## config.mk

```make
export PLATFORM = sky130hd
export DESIGN_NAME = text_overlay_scheduler
export DESIGN_NICKNAME = d
export VERILOG_FILES = /design/src/rtl/text_overlay_scheduler.sv
export SDC_FILE = /design/constraint.sdc
export NUM_CORES = 1
export LEC_CHECK = 0
export ABC_AREA = 0
export ABC_CLOCK_PERIOD_IN_PS = 2600
export BUFFER_PORTS_ARGS = -buffer_cell sky130_fd_sc_hd__buf_2
export CAP_MARGIN = 30
export CORE_ASPECT_RATIO = 0.8
export CORE_MARGIN = 8
export CORE_UTILIZATION = 54
export CTS_BUF_LIST = sky130_fd_sc_hd__clkbuf_4
export CTS_CLUSTER_DIAMETER = 150
export DETAILED_ROUTE_END_ITERATION = 16
export HOLD_SLACK_MARGIN = 0.02
export PLACE_DENSITY = 0.87
export RECOVER_POWER = 50
export REMOVE_ABC_BUFFERS = 1
export SLEW_MARGIN = 25
export SYNTH_ARGS = -nofsm -noshare
export SYNTH_HDL_FRONTEND = slang
export SYNTH_SLANG_ARGS = --single-unit
export TNS_END_PERCENT = 5
```

## constraint.sdc

```tcl
create_clock -name clk -period 2.6 [get_ports clk]
set_input_delay 0.78 -clock clk [delete_from_list [all_inputs] [get_ports clk]]
set_output_delay 0.78 -clock clk [all_outputs]
set_load 0.02 [all_outputs]
```

## src/rtl/text_overlay_scheduler.sv

```systemverilog
// text_overlay_scheduler
// Two message writers share one on-screen text line of NUM_CHARS glyph cells.
// A round-robin arbiter grants one writer at a time. Its characters fill a
// shadow buffer, and a finished message is copied to the active buffer only at
// frame_start, so a frame never shows a half-written line. The display path
// registers, for every pixel, the character code and the cell origin of the
// cell under (x, y).
//
// Ports:
//   clk          pixel clock
//   reset        synchronous, active-high
//   frame_start  one-cycle pulse at pixel (0,0) of each frame
//   x, y         current pixel column / row
//   req          per-writer request, held for the whole message
//   char_valid   per-writer character strobe
//   char_data    writer1 on [13:7], writer0 on [6:0] (7-bit ASCII)
//   char_last    per-writer final-character marker
//   grant        one-hot grant to the writer currently being served
//   busy         high from grant until the message commits or aborts
//   ascii_out    character code of the current cell (0 outside the line)
//   x_desired    left pixel of the current cell (holds outside the line)
//   y_desired    top pixel of the line
//   in_line      pixel lies inside the text line
module text_overlay_scheduler #(
    parameter int unsigned NUM_CHARS = 8,
    parameter logic [9:0]  X_ORIGIN  = 10'd64,
    parameter logic [9:0]  Y_ORIGIN  = 10'd32,
    parameter int unsigned CHAR_W    = 16,
    parameter int unsigned CHAR_H    = 32
) (
    input  logic        clk,
    input  logic        reset,
    input  logic        frame_start,
    input  logic [9:0]  x,
    input  logic [9:0]  y,
    input  logic [1:0]  req,
    input  logic [1:0]  char_valid,
    input  logic [13:0] char_data,
    input  logic [1:0]  char_last,
    output logic [1:0]  grant,
    output logic        busy,
    output logic [6:0]  ascii_out,
    output logic [9:0]  x_desired,
    output logic [9:0]  y_desired,
    output logic        in_line
);

    localparam int unsigned IDX_W      = (NUM_CHARS > 1) ? $clog2(NUM_CHARS) : 1;
    localparam logic [IDX_W:0] FULL    = (IDX_W + 1)'(NUM_CHARS);
    localparam logic [9:0]  LINE_X_END = X_ORIGIN + 10'(NUM_CHARS * CHAR_W);
    localparam logic [9:0]  LINE_Y_END = Y_ORIGIN + 10'(CHAR_H);
    localparam logic [6:0]  SPACE      = 7'h20;

    typedef enum logic [1:0] {StIdle, StWrite, StCommitWait} state_t;

    state_t         state;
    logic [6:0]     shadow [NUM_CHARS];
    logic [6:0]     active [NUM_CHARS];
    // One extra bit so the index can sit at NUM_CHARS once the line is full.
    logic [IDX_W:0] index;
    logic           cur;          // writer being served
    logic           last_served;  // writer that most recently held the line
    logic           pending;      // shadow holds a complete message awaiting commit

    // Selected writer's view of the shared inputs.
    logic       pick;
    logic       wr_req;
    logic       wr_valid;
    logic       wr_last;
    logic [6:0] wr_char;

    // With both requesting, the writer not served last wins; otherwise the sole requester.
    assign pick     = (&req) ? ~last_served : req[1];
    assign wr_req   = req[cur];
    assign wr_valid = char_valid[cur];
    assign wr_last  = char_last[cur];
    assign wr_char  = cur ? char_data[13:7] : char_data[6:0];

    always_ff @(posedge clk) begin
        if (reset) begin
            state       <= StIdle;
            grant       <= 2'b00;
            busy        <= 1'b0;
            cur         <= 1'b0;
            last_served <= 1'b1;
            pending     <= 1'b0;
            index       <= '0;
            for (int i = 0; i < NUM_CHARS; i++) begin
                shadow[i] <= SPACE;
                active[i] <= SPACE;
            end
        end else begin
            unique case (state)
                StIdle: begin
                    if (|req) begin
                        cur   <= pick;
                        grant <= pick ? 2'b10 : 2'b01;
                        busy  <= 1'b1;
                        index <= '0;
                        for (int i = 0; i < NUM_CHARS; i++) begin
                            shadow[i] <= SPACE;
                        end
                        state <= StWrite;
                    end
                end
                StWrite: begin
                    if (!wr_req) begin
                        // Abort: shadow content is simply never committed.
                        grant       <= 2'b00;
                        busy        <= 1'b0;
                        last_served <= cur;
                        state       <= StIdle;
                    end else if (wr_valid) begin
                        if (index < FULL) begin
                            shadow[index[IDX_W-1:0]] <= wr_char;
                            index                    <= index + 1'b1;
                        end
                        if (wr_last) begin
                            pending     <= 1'b1;
                            grant       <= 2'b00;
                            last_served <= cur;
                            state       <= StCommitWait;
                        end
                    end
                end
                StCommitWait: begin
                    if (frame_start && pending) begin
                        for (int i = 0; i < NUM_CHARS; i++) begin
                            active[i] <= shadow[i];
                        end
                        pending <= 1'b0;
                        busy    <= 1'b0;
                        state   <= StIdle;
                    end
                end
                default: state <= StIdle;
            endcase
        end
    end

    // Display path: one cycle from (x, y) to the registered cell outputs.
    logic       in_line_c;
    logic [9:0] idx_full;
    logic [IDX_W-1:0] idx;

    assign in_line_c = (x >= X_ORIGIN) && (x < LINE_X_END) &&
                       (y >= Y_ORIGIN) && (y < LINE_Y_END);
    assign idx_full  = (x - X_ORIGIN) >> 4;
    assign idx       = idx_full[IDX_W-1:0];
    assign y_desired = Y_ORIGIN;

    always_ff @(posedge clk) begin
        if (reset) begin
            in_line   <= 1'b0;
            ascii_out <= 7'h00;
            x_desired <= X_ORIGIN;
        end else begin
            in_line <= in_line_c;
            if (in_line_c) begin
                ascii_out <= active[idx];
                x_desired <= X_ORIGIN + (idx_full << 4);
            end else begin
                ascii_out <= 7'h00;
            end
        end
    end

endmodule

```

# Yosys cells after proc, flatten, opt, wreduce, memory -nomap -nowiden
# Memories as Yosys holds them, arrays and structs flattened. A register that Yosys moved wholly into a read port is not among the register bits.
# Index checks and enable logic that the tools add are counted.
[totals] regBits=23 mem_bits_rw=112 in_bits=43 out_inout_bits=31 wordCells=141 n_memories=2
[memory_table] memory="active" words=8 width=7 read_ports=1 rd_ports_with_merged_regs=1 write_ports=8 line="58" text="logic [6:0] active [NUM_CHARS];"
[memory_table] memory="shadow" words=8 width=7 read_ports=8 rd_ports_with_merged_regs=0 write_ports=8 line="57" text="logic [6:0] shadow [NUM_CHARS];"
[classes] n_lt_le_gt_ge=6 n_bitwise=18 reduce_logical=19 eq_ne=13 mux=71 n_addsub=3
[op_table] operator="two-way mux 7 bit" count=18
[op_table] operator="two-way mux 1 bit" count=33
[op_table] operator="two-way mux 2 bit" count=10
[op_table] operator="two-way mux 4 bit" count=4
[op_table] operator="OR 1 bit" count=16
[op_table] operator="inequality test 2 bit (second input constant)" count=7
[op_table] operator="AND reduction 4 bit" count=3
[op_table] operator="adder 7 x 10 -> 10 bit (first input constant)" count=1
[op_table] operator="greater-or-equal comparator 10 x 6 -> 1 bit (second input constant)" count=1
[op_table] operator="greater-or-equal comparator 10 x 7 -> 1 bit (second input constant)" count=1
[op_table] operator="< comparator 10 x 7 -> 1 bit (second input constant)" count=1
[op_table] operator="< comparator 10 x 8 -> 1 bit (second input constant)" count=1
[op_table] operator="AND reduction 5 bit" count=2
[op_table] operator="subtractor 10 x 7 -> 10 bit (second input constant)" count=1
[op_table] operator="one-hot mux 4 bit (2 select lines)" count=1
[op_table] operator="OR reduction 7 bit" count=1
[op_table] operator="inequality test 3 bit (second input constant)" count=2
[op_table] operator="one-hot mux 2 bit (3 select lines)" count=1
[op_table] operator="adder 4 x 1 -> 4 bit (second input constant)" count=1
[op_table] operator="logical AND 1 bit" count=4
[op_table] operator="< comparator 4 bit (second input constant)" count=1
[op_table] operator="inequality test 2 x 1 -> 1 bit (second input constant)" count=2
[op_table] operator="one-hot mux 2 bit (2 select lines)" count=1
[op_table] operator="AND reduction 2 bit" count=2
[op_table] operator="12 further kinds" count=15

# Depth between registers and ports, before layout
[depth] ltp_word=9 mapped_depth=6 ltp_nobuf=6

# Least setup slack after synthesis
# OpenSTA, ideal clock, no wires.
[synth_path] kind="input to register" startpoint="input frame_start" endpoint="memory active[0][0], enable pin" slack_ps=32 setup_time_ps=415 cell_stages=2 t_arrival_ps=2153 path_buffers=0 required_time_ps=2185 path_cell_list="nand3_1 nand2_1"
[synth_rtl] item="start, declared" line="33" text="input logic frame_start,"
[synth_rtl] item="end, declared" line="58"

==> flow_summary.yaml <==
critical_path:
  critical_path_class: "flip-flop to flip-flop"
  worstReg2RegEnd: "shadow[7][5]"
  reg2regPathDepth: 6
  crit_path_start_kind: "flip-flop"
  cp.arrival_ns: 2.47
  r2r_slack_ns: 0.38
  reg2reg_from: "cur"
  setup.worst_path.end_class: "flip-flop"
  crit_required_ns: 2.85
  critical_path_peak_fanout: 12
clock_tree:
  cts_buffer_depth: 2
  tritoncts.num_buffers: 17
  cts_num_sinks: 138
  postCtsResizedCells: 0
  htree_num_levels: 4
  tritoncts: "yes"
  clock_latency_ns: 0.53
  clock-root-buffer: "sky130_fd_sc_hd__clkbuf_4"
  cts.clk_slew.worst_paths_ns: 0.11
  post-cts-setup-buffers: 0
  cts_hold_buffers: 0
synthesis:
  syn_area_per_cell_um2: 13.43
  synth.top_cells.by_count: "sky130_fd_sc_hd__edfxtp_1, sky130_fd_sc_hd__nor2_1, sky130_fd_sc_hd__and2_1"
  ys_ff_latch: 138
  synth_sequential_area_ratio_pct: 64.98
  ys_warn_count: 0
  yosysTopAreaCell: "sky130_fd_sc_hd__edfxtp_1"
  number_of_synthesized_flops_with_an_enable_pin: 112
  netlist.area_leader.share_pct: 56.27
  ys.flop_type: "sky130_fd_sc_hd__edfxtp_1"
  synth.distinct_cells: 52
  post_synth_instance_area_um2: 5977
  ys_top_cells_by_area: "sky130_fd_sc_hd__edfxtp_1, sky130_fd_sc_hd__dfxtp_1, sky130_fd_sc_hd__mux4_2"
  synthesis.instances: 445
  synth-async-reset-ratio_pct: 0
  most_used_standard_cell_by_instance_count_after_synthesis: "sky130_fd_sc_hd__edfxtp_1"
grt:
  largest_net_degree_at_the_start_of_global_routing: 57
  antenna_violations_before_repair: 0
  grt_pass1_wl_um: 18480
  grt_use_total_pct: 16.35
  grt.overflow.total: 0
  grt_pass1_vias: 3739
finish:
  syn2layout_area_growth_pct: 10.84
  design.final.nets: 565
  num_antenna_cells: 0
  filler_instances: 865
  proportion_of_layout_cells_with_a_drive_suffix_above_1_pct: 21.25
sta:
  final-setup-viol-count: 0
  post_route_clock_period_utilization_pct: 85.24
  finalHoldViolCount: 0
  fin_worst_skew_ns: 0.01785
  finalCriticalPeriod_ns: 2.216
  unrepaired_setup_endpoints_after_global_routing: "no"
  worst_hold_slack_ns: 0.4779
  worst_slew_pin_slew_ns: 0.8294
  final-max-slew-violation-count: 0
  fmaxAchievable_mhz: 451.2
  slew_headroom_pct: 43.12
  tns_ns: 0
detailed_routing:
  wl_per_cell_um: 17.11
  detailed_routed_wire_length_on_met2_um: 5593
  m1WireLength_um: 4893
  firstDrtPassIters: 5
  drtIter0Drc: 309
  antenna_left: 0
  remaining_drc_errors: 0
  vias_per_cell: 5.525
  top_signal_layer_used: "met4"
  met3WireLength_um: 802
  totalWireLength_um: 11480
  vias: 3707
floorplanning:
  fp.dieH_um: 110.1
  rows: 34
  core_area_um2: 10850
  floorplan.initialDensity_pct: 55.10
  die_area_um2: 14710
  die_x_um: 133.6
  io_pins: 74
worst_hold_path:
  worst_hold_path_startpoint: "frame_start"
  min-delay-path-class: "input pin to flip-flop"
  hold_depth: 2
  hold_path_end: "pending"
pwr:
  ir_drop_v: 0.0003378
  p_leak_uw: 0.002463
  power_density_nw_per_um2: 638.3
placed_design:
  dp_hpwl_um: 8287
  routabilityCongestion: 0.8381
  placement.io_buffers: 54
flow_run:
  maxCapViolations: 0
outcome:
  status: "completed"
[final cells by class]
cell class	count	area, µm²	share of cell area (%)
Sequential cell	138	3884	58.62
Multi-Input combinational cell	279	1929	29.12
Timing Repair Buffer	72	365.4	5.515
Tap cell	144	180.2	2.720
Clock buffer	22	165.2	2.493
Clock inverter	10	78.83	1.190
Inverter	6	22.52	0.3399
[kinds of logic (layout without fill, tap and decap cells)]
logic type	after synthesis	after routing	share of synthesized area, %
AOI/OAI and AO/OA	39	39	4.773
xor gates and xnor gates	1	1	0.1466
other	2	14	0.1256
adders and majority gates	8	8	1.675
muxes	33	33	8.478
DFF	138	138	64.98
buffers and inverters	40	110	3.538
and+or+nand+nor	184	184	16.29
[state kept, by name (all words and copies together) (netlist names)]
| signal | count |
|---|---|
| x_desired | 6 |
| last_served | 1 |
| active | 56 |
| in_line | 1 |
| shadow | 56 |
| ascii_out | 7 |
| grant | 2 |
| state | 2 |
| cur | 1 |
| pending | 1 |
| index | 4 |
| busy | 1 |
[placed cells by master, fill, tap and decap left out, drive strengths merged, types with 7 or more instances in the layout]
cell,instances
conb,14
a21oi,11
nand2,16
nand2b,7
mux4,14
nor3,8
clkinv,7
dfxtp,26
nor2b,15
clkbuf,37
ha,8
nand3,8
edfxtp,112
or3,7
nor2,62
and2,37
mux2i,18
buf,57
[worst max-delay path, stage by stage (launching register included)]
cell	delay, ns
sky130_fd_sc_hd__dfxtp_1	0.41
sky130_fd_sc_hd__mux2i_1	0.15
sky130_fd_sc_hd__nor4b_2	0.29
sky130_fd_sc_hd__clkbuf_1	0.43
sky130_fd_sc_hd__nand4_1	0.19
sky130_fd_sc_hd__clkbuf_1	0.26
sky130_fd_sc_hd__nand2b_1	0.22
[how the worst max path moves through the flow]
stage                      start      endpoint  depth (start not counted)
after floorplan           req[1]  shadow[2][0]                          4
after global placement    req[0]  shadow[2][6]                          5
after detailed placement    x[7]  x_desired[8]                          7
after CTS                    cur  shadow[2][6]                          4
after global routing         cur  shadow[7][5]                          6
final                        cur  shadow[7][5]                          6
[through the flow]
stage	cells	worst slack [ns]	power, µW	utilization, %	cell area [µm²]
detailed placement	639	0.06100	3050	59.31	6434
floorplan	423	-0.1327	2871	-	5833
CTS	671	0.5959	4255	61.56	6678
global route	671	0.2368	4396	61.07	6625
finish	671	0.3838	4229	61.07	6625
global placement	639	0.1429	3015	59.31	6434
[power by group]
part | leakage, µW | internal (µW) | switching (µW)
combinational | 0.000965 | 151 | 280
clock | 0.000141 | 514 | 721
sequential | 0.00136 | 2520 | 41.8
[per-layer routing]
metal / vias up / track usage (%)
met4: 0 / 7.754
met1: 1799 / 19.46
met2: 143 / 27.32
met5: - / 0
met3: 20 / 4.801
li1: 1745 / -
Note: power is estimated with default switching activity, not from simulation.
